## config.mk

```make
export PLATFORM = sky130hd
export DESIGN_NAME = mem_verify
export DESIGN_NICKNAME = d
export VERILOG_FILES = /design/src/rtl/mem_ctrl_pkg.sv /design/src/rtl/mem_verify_cmp.sv /design/src/rtl/mem_verify.sv
export SDC_FILE = /design/constraint.sdc
export NUM_CORES = 1
export LEC_CHECK = 0
export BUFFER_PORTS_ARGS = -buffer_cell sky130_fd_sc_hd__buf_4
export CAP_MARGIN = 5
export CORE_MARGIN = 8
export CORE_UTILIZATION = 48
export CTS_CLUSTER_DIAMETER = 80
export DETAILED_ROUTE_END_ITERATION = 10
export GPL_ROUTABILITY_DRIVEN = 0
export PLACE_DENSITY = 0.77
export SYNTH_ARGS = -nofsm -noshare
export SYNTH_HDL_FRONTEND = slang
export SYNTH_SLANG_ARGS = --single-unit
export TNS_END_PERCENT = 5
```

## constraint.sdc

```tcl
create_clock -name clk -period 2.9 [get_ports clk]
set_input_delay 0.58 -clock clk [delete_from_list [all_inputs] [get_ports clk]]
set_output_delay 0.58 -clock clk [all_outputs]
set_load 0.01 [all_outputs]
```

## src/rtl/mem_ctrl_pkg.sv

```systemverilog
// Shared definitions for the blocks that share the memory_controller port.
package mem_ctrl_pkg;

   localparam int ADDR_W = 32;
   localparam int DATA_W = 32;

   typedef enum logic [1:0] {
      IDLE  = 2'd0,
      ISSUE = 2'd1,
      DRAIN = 2'd2,
      DONE  = 2'd3
   } state_t;

   localparam logic [ADDR_W-1:0] NO_BAD_ADDR = '1;

endpackage

```

## src/rtl/mem_verify_cmp.sv

```systemverilog
// Read-return compare stage: tracks the read in flight, counts mismatching bytes
// with saturation and keeps the address of the first one.
module mem_verify_cmp
   import mem_ctrl_pkg::*;
(
   input  logic              clk,
   input  logic              reset,
   input  logic              clr,
   input  logic              issue_vld,
   input  logic [ADDR_W-1:0] issue_addr,
   input  logic [7:0]        rd_data,
   input  logic [7:0]        exp_data,
   output logic              mismatch,
   output logic [31:0]       return_val,
   output logic [ADDR_W-1:0] first_bad_addr
);

   logic              rd_vld_p1;
   logic [ADDR_W-1:0] rd_addr_p1;

   function automatic logic [31:0] sat_inc(input logic [31:0] v);
      return (v == 32'hFFFF_FFFF) ? v : v + 32'd1;
   endfunction

   // p0 -> p1: the address issued this cycle returns data next cycle
   always_ff @(posedge clk or negedge reset) begin
      if (!reset) rd_vld_p1 <= 1'b0;
      else        rd_vld_p1 <= issue_vld;
   end

   always_ff @(posedge clk) begin
      rd_addr_p1 <= issue_addr;
   end

   assign mismatch = rd_vld_p1 && (rd_data != exp_data);

   always_ff @(posedge clk or negedge reset) begin
      if (!reset) begin
         return_val     <= '0;
         first_bad_addr <= NO_BAD_ADDR;
      end else if (clr) begin
         return_val     <= '0;
         first_bad_addr <= NO_BAD_ADDR;
      end else if (mismatch) begin
         return_val <= sat_inc(return_val);
         if (first_bad_addr == NO_BAD_ADDR) first_bad_addr <= rd_addr_p1;
      end
   end

endmodule

```

## src/rtl/mem_verify.sv

```systemverilog
// Read-back checker for a memset fill over the memory_controller port.
// Optional MEM_VERIFY_STOP_ON_FAIL_EN: abort to DONE on the first mismatching byte.
module mem_verify
   import mem_ctrl_pkg::*;
#(
   parameter int RD_LAT = 1
) (
   input  logic              clk,
   input  logic              reset,
   input  logic              start,
   input  logic [ADDR_W-1:0] m,
   input  logic [31:0]       c,
   input  logic [31:0]       n,
   output logic              finish,
   output logic [31:0]       return_val,
   output logic [ADDR_W-1:0] first_bad_addr,
   output logic [ADDR_W-1:0] memory_controller_address,
   output logic              memory_controller_write_enable,
   output logic [DATA_W-1:0] memory_controller_in,
   input  logic [DATA_W-1:0] memory_controller_out
);

   if (RD_LAT != 1) begin : g_rd_lat_chk
      $error("mem_verify only supports RD_LAT == 1");
   end

`ifdef MEM_VERIFY_STOP_ON_FAIL_EN
   localparam bit STOP_EN = 1'b1;
`else
   localparam bit STOP_EN = 1'b0;
`endif

   state_t      state_q, state_d;
   logic [31:0] cnt_q;
   logic [31:0] n_q;
   logic [7:0]  exp_q;
   logic        accept;
   logic        mismatch;
   logic        abort;
   logic        unused_hi;

   assign accept = (state_q == IDLE) && start;
   assign abort  = STOP_EN && mismatch && ((state_q == ISSUE) || (state_q == DRAIN));

   always_comb begin
      state_d = state_q;
      case (state_q)
         IDLE:    if (start) state_d = (n == 32'd0) ? DONE : ISSUE;
         ISSUE:   if (cnt_q == n_q - 32'd1) state_d = DRAIN;
         DRAIN:   state_d = DONE;
         DONE:    state_d = IDLE;
         default: state_d = IDLE;
      endcase
      if (abort) state_d = DONE;
   end

   always_ff @(posedge clk or negedge reset) begin
      if (!reset) state_q <= IDLE;
      else        state_q <= state_d;
   end

   // Address generator: loaded on start, advances once per ISSUE cycle with modulo wrap
   always_ff @(posedge clk or negedge reset) begin
      if (!reset) begin
         memory_controller_address <= '0;
      end else if (accept && (n != 32'd0)) begin
         memory_controller_address <= m;
      end else if (state_q == ISSUE) begin
         memory_controller_address <= memory_controller_address + ADDR_W'(1);
      end
   end

   always_ff @(posedge clk) begin
      if (accept) begin
         cnt_q <= '0;
         n_q   <= n;
         exp_q <= c[7:0];
      end else if (state_q == ISSUE) begin
         cnt_q <= cnt_q + 32'd1;
      end
   end

   mem_verify_cmp u_cmp (
      .clk            (clk),
      .reset          (reset),
      .clr            (accept),
      .issue_vld      ((state_q == ISSUE) && !abort),
      .issue_addr     (memory_controller_address),
      .rd_data        (memory_controller_out[7:0]),
      .exp_data       (exp_q),
      .mismatch       (mismatch),
      .return_val     (return_val),
      .first_bad_addr (first_bad_addr)
   );

   assign finish                         = (state_q == DONE);
   assign memory_controller_write_enable = 1'b0;
   assign memory_controller_in           = '0;
   assign unused_hi = ^{c[31:8], memory_controller_out[DATA_W-1:8]};

endmodule

```

Yosys cells after proc, flatten, opt, wreduce, memory -nomap -nowiden

Index checks and enable logic that the tools add are counted.

Register bits: 203
Bits of input ports: 131
Logic and storage cells: 47

$add $sub $neg: 4
Eq/ne operators: 10
Mux-type cells: 12
Reduce and logical (&&, ||, !) cells: 12

Operators with widths:

| cell                                                                  | number |
|---|---|
| 32-bit two-way mux                                                    | 8 |
| 32-bit by 1-bit adder with 32-bit output (second input constant)      | 3 |
| 32-bit == test (second input constant)                                | 2 |
| 32-bit == test                                                        | 1 |
| 32-bit zero test                                                      | 1 |
| 32-bit nonzero test                                                   | 1 |
| 32-bit by 1-bit subtractor with 32-bit output (second input constant) | 1 |
| 8-bit inequality test                                                 | 1 |
| 2-bit one-hot mux with 4 select lines                                 | 1 |
| 2-bit two-way mux                                                     | 3 |
| 2-bit inequality test (second input constant)                         | 3 |
| 2-bit AND reduction                                                   | 3 |
| 2-bit nonzero test                                                    | 3 |
| 2-bit == test (second input constant)                                 | 2 |
| 1-bit logical AND                                                     | 3 |
| 2-bit by 1-bit == test with 1-bit output (second input constant)      | 1 |
| 2-bit zero test                                                       | 1 |

Logic depth before layout (Yosys ltp)

Depth after elaboration: 4
Mapped depth: 11

Cells and area by module

A second synthesis with hierarchy kept.

Cell total of the unflattened synthesis: 976
Area total of the unflattened synthesis: 9,997.1 um^2

By module, submodules not included:

| module         | instances | cells an instance | area an instance (um^2) | seq. area each (um^2) |
|---|---|---|---|---|
| mem_verify     | 1         | 595               | 5,810.6                 | 2,692.6 |
| mem_verify_cmp | 1         | 381               | 4,186.5                 | 2,307.2 |

Worst setup path after synthesis

OpenSTA, ideal clock, no wires.

Path kind: flip-flop to flip-flop
Start point: register n_q[0]
End point: register state_q[0]
Data arrival time: 2,715 ps
Data required time: 2,766 ps
Setup slack: 51 ps
Stages on the path, launching flop included: 11
Cell sequence: edfxtp_1 > inv_1 > ha_1 > nor3b_2 > nand2_1 > or4_1 > xnor2_1 > or4_1 > nor4_1 > a41oi_1 > mux2i_1

Word-level cells in the longest chain between the ends: 4

RTL lines:

| what                                          | line             | RTL |
|---|---|---|
| start, declared                               | mem_verify.sv:35 | `logic [31:0] n_q;` |
| start signal, assigned                        | mem_verify.sv:76 | `n_q <= n;` |
| 32-bit by 1-bit subtractor with 32-bit output | mem_verify.sv:49 | `ISSUE: if (cnt_q == n_q - 32'd1) state_d = DRAIN;` |
| 32-bit == test                                | mem_verify.sv:49 |  |
| 2-bit inequality test (no source line)        | n/a              |  |
| 2-bit AND reduction (no source line)          | n/a              |  |
| end signal, assigned                          | mem_verify.sv:59 | `else state_q <= state_d;` |
| end, declared                                 | mem_verify.sv:33 | `state_t state_q, state_d;` |

Every way passes these cells.
A chain may end at the register's enable or synchronous reset.

Worst setup path in the final report

Start point: register n_q[1]
End point: register state_q[1]

The elaborated chain is that of the path after synthesis.

==> metrics.txt <==
# nets final 1339; Hold Slack 0.03730 ns; Setup Viol. Count Final 0; Commonest cells post-synth nor2_1, a21oi_1, xnor2_1; synth warn 0; power density cells 487.2 nW/um^2; antenna-violating nets left 0; first-pass GRT wire length 41.00 mm; routed vias 7838; routed wire length 25.60 mm; CTS buffer count 21; hold buffers post-CTS 0; Seq/Total Area, Yosys 0.5216; status finished clean; CTS tree yes; Clock transition at path regs 0.06 ns; slew margin rel. 0.5700; post-synthesis cell type count 57; total power 0.005922 W; Sequential Area 5000 um^2; crit end category flip-flop; Post-Place Cells 1440; TritonRoute pass-1 iters 5; drt drc 0; Clock Skews 0.01678 ns; crit path launch type flip-flop; setup TNS 0 ns; Post-Syn Area 9585 um^2; Final min period 2.881 ns; top cells by area, synth dfrtp_1, dfxtp_1, edfxtp_1; Core Footprint 19530 um^2; Sink Count 203; post-synth top area share 0.1749; CTS max path bufs 3; Final Hold Viols 0; pin count of the biggest net entering global routing 65; Post-Synthesis Cells 982; Peak VDD IR 0.4254 mV; Pleak 5.164 nW; CP Max Fanout 5; Die Y-Extent 157.3 um; die outline width 157.3 um; vias in the first global route 7953; total global routing overflow 0; Finished Layout Cells 1479; Area Overhead vs Synth 26.81%; Worst Path Arrival 3.25 ns; Vias/cell 5.300; WL/cell 17.31 um; htree depth 1; port bufs 179; Top FF cell, synth dfrtp_1; Worst-Margin Slew 0.6390 ns; Clock Latency Late Sink 0.50 ns; ys async rst share 0.4877; Data required, critical path 3.27 ns; Final Max Slew Viols 0; Syn Area/Cell 9.761 um^2; footprint of the multi-input gates 4375 um^2; GRT Total Usage 0.2030; HP Class input pin to asynchronous set/reset pin; Initial Util 0.4909; die area 24750 um^2; cell with the most instances after synthesis nor2_1; critical path type flip-flop to flip-flop; initial antenna violation count 0; Initial DRC Count 487; Core Rows 51; Tcrit/Tclk final 0.9933; Post-synth EDFFs 40; share of layout cells above drive strength 1 0.2554; Post-DP HPWL 18.88 mm; synthesized flop and latch total 203; clk root buf clkbuf_16; Max-cap violations 0; Fillers 1612; final core utilization 0.6225; I/O Pins 261; RSZ-0062 raised after global routing true; Fmax 347.2 MHz; n_diodes 0; post-synth top area cell dfrtp_1
==> worst max-delay path, stage by stage (launching register included) <==
cell and delay, ns:
edfxtp_1 0.41, inv_1 0.12, ha_4 0.16, nor3b_4 0.21, nand2_1 0.10, or4_4 0.43
xnor2_1 0.14, or4_1 0.49, nor4_2 0.33, a41oi_2 0.21, mux2i_1 0.16
==> stage by stage <==
stage                     setup WS [ns]  area (um^2)
after floorplan                 0.05113         9706
after global placement        -0.003256        11430
after detailed placement       -0.09226        11430
after CTS                      0.004232        12120
after global routing            -0.1274        12160
final                           0.01942        12160
==> power breakdown <==
part | switching [W] | leakage [nW] | internal (W)
Combinational | 0.000173 | 2.82 | 0.000180
Sequential | 0.0000668 | 2.03 | 0.00295
Clock | 0.00107 | 0.317 | 0.00148
==> logic make-up after synthesis <==
| kind of cell | share of synthesized area |
|---|---|
| buffers and inverters | 0.04360 |
| multiplexers | 0.01057 |
| XOR/XNOR | 0.1243 |
| other | 0.0003912 |
| flip-flops | 0.5216 |
| adder cells (fa/ha/maj) | 0.01175 |
| AO/OA/AOI/OAI | 0.06448 |
| AND/OR/NAND/NOR | 0.2233 |
==> layout make-up <==
cell class / count / area share
multi-input combinational: 733 / 0.3600
clock buffer: 35 / 0.05178
clock inverter: 3 / 0.001544
tap: 265 / 0.02728
sequential: 203 / 0.4113
timing repair buffer: 229 / 0.1445
inverter: 11 / 0.003603
==> routing by layer <==
metal / part of all wire / track usage / vias to the layer above
li1: - / - / 3766
met1: 0.42 / 0.2532 / 3815
met2: 0.49 / 0.3423 / 221
met3: 0.068 / 0.04936 / 36
met4: 0.023 / 0.06074 / 0
met5: 0 / 0 / -
==> timing repair <==
| action | 4_1_cts | 5_1_grt |
|---|---|---|
| setup endpoints to repair | 2 | 6 |
| resized for setup | 4 | 7 |
| gates cloned | 0 | 0 |
| setup buffers | 1 | 0 |
| pin swaps | 2 | 2 |
==> layout by cell type (no fill, tap or decap), types with 3 or more instances in the layout <==
cell type,count
buf_4,226
nor2_1,191
a21oi_1,73
xnor2_1,71
dfrtp_1,67
xor2_1,65
dfxtp_1,64
nand2_1,50
nand4_1,42
edfxtp_1,40
nand3_1,38
conb_1,33
dfstp_2,32
clkbuf_16,22
nor4_1,21
and3_1,20
nor3_1,16
o21ai_0,16
inv_1,10
clkbuf_1,10
and4_1,9
mux2i_1,9
or3_1,8
ha_1,8
nor2b_1,7
and2_1,6
or4_1,4
o211ai_1,4
a31oi_1,3
nor3_2,3
nor4_4,3
clkbuf_8,3
buf_12,3
==> path summary, 6_finish.rpt <==
check | start | to | slack [ns] | cells after the start
max | n_q[1] | state_q[1] | 0.02 | 10
min | reset | u_cmp.return_val[20] | 0.04 | 1
max reg2reg | n_q[1] | state_q[1] | 0.02 | 10
min reg2reg | memory_controller_address[31] | u_cmp.rd_addr_p1[31] | 0.43 | 0
max in group asynchronous | reset | u_cmp.first_bad_addr[21] | 2.08 | 2
min in group clk | c[1] | exp_q[1] | 0.26 | 1
==> state kept, by name (all words and copies together) (netlist names), 2 cells and up <==
name / count
cnt_q: 32
memory_controller_address: 32
n_q: 32
u_cmp.first_bad_addr: 32
u_cmp.rd_addr_p1: 32
u_cmp.return_val: 32
exp_q: 8
state_q: 2
No activity file was read; power rests on OpenSTA's default activity.
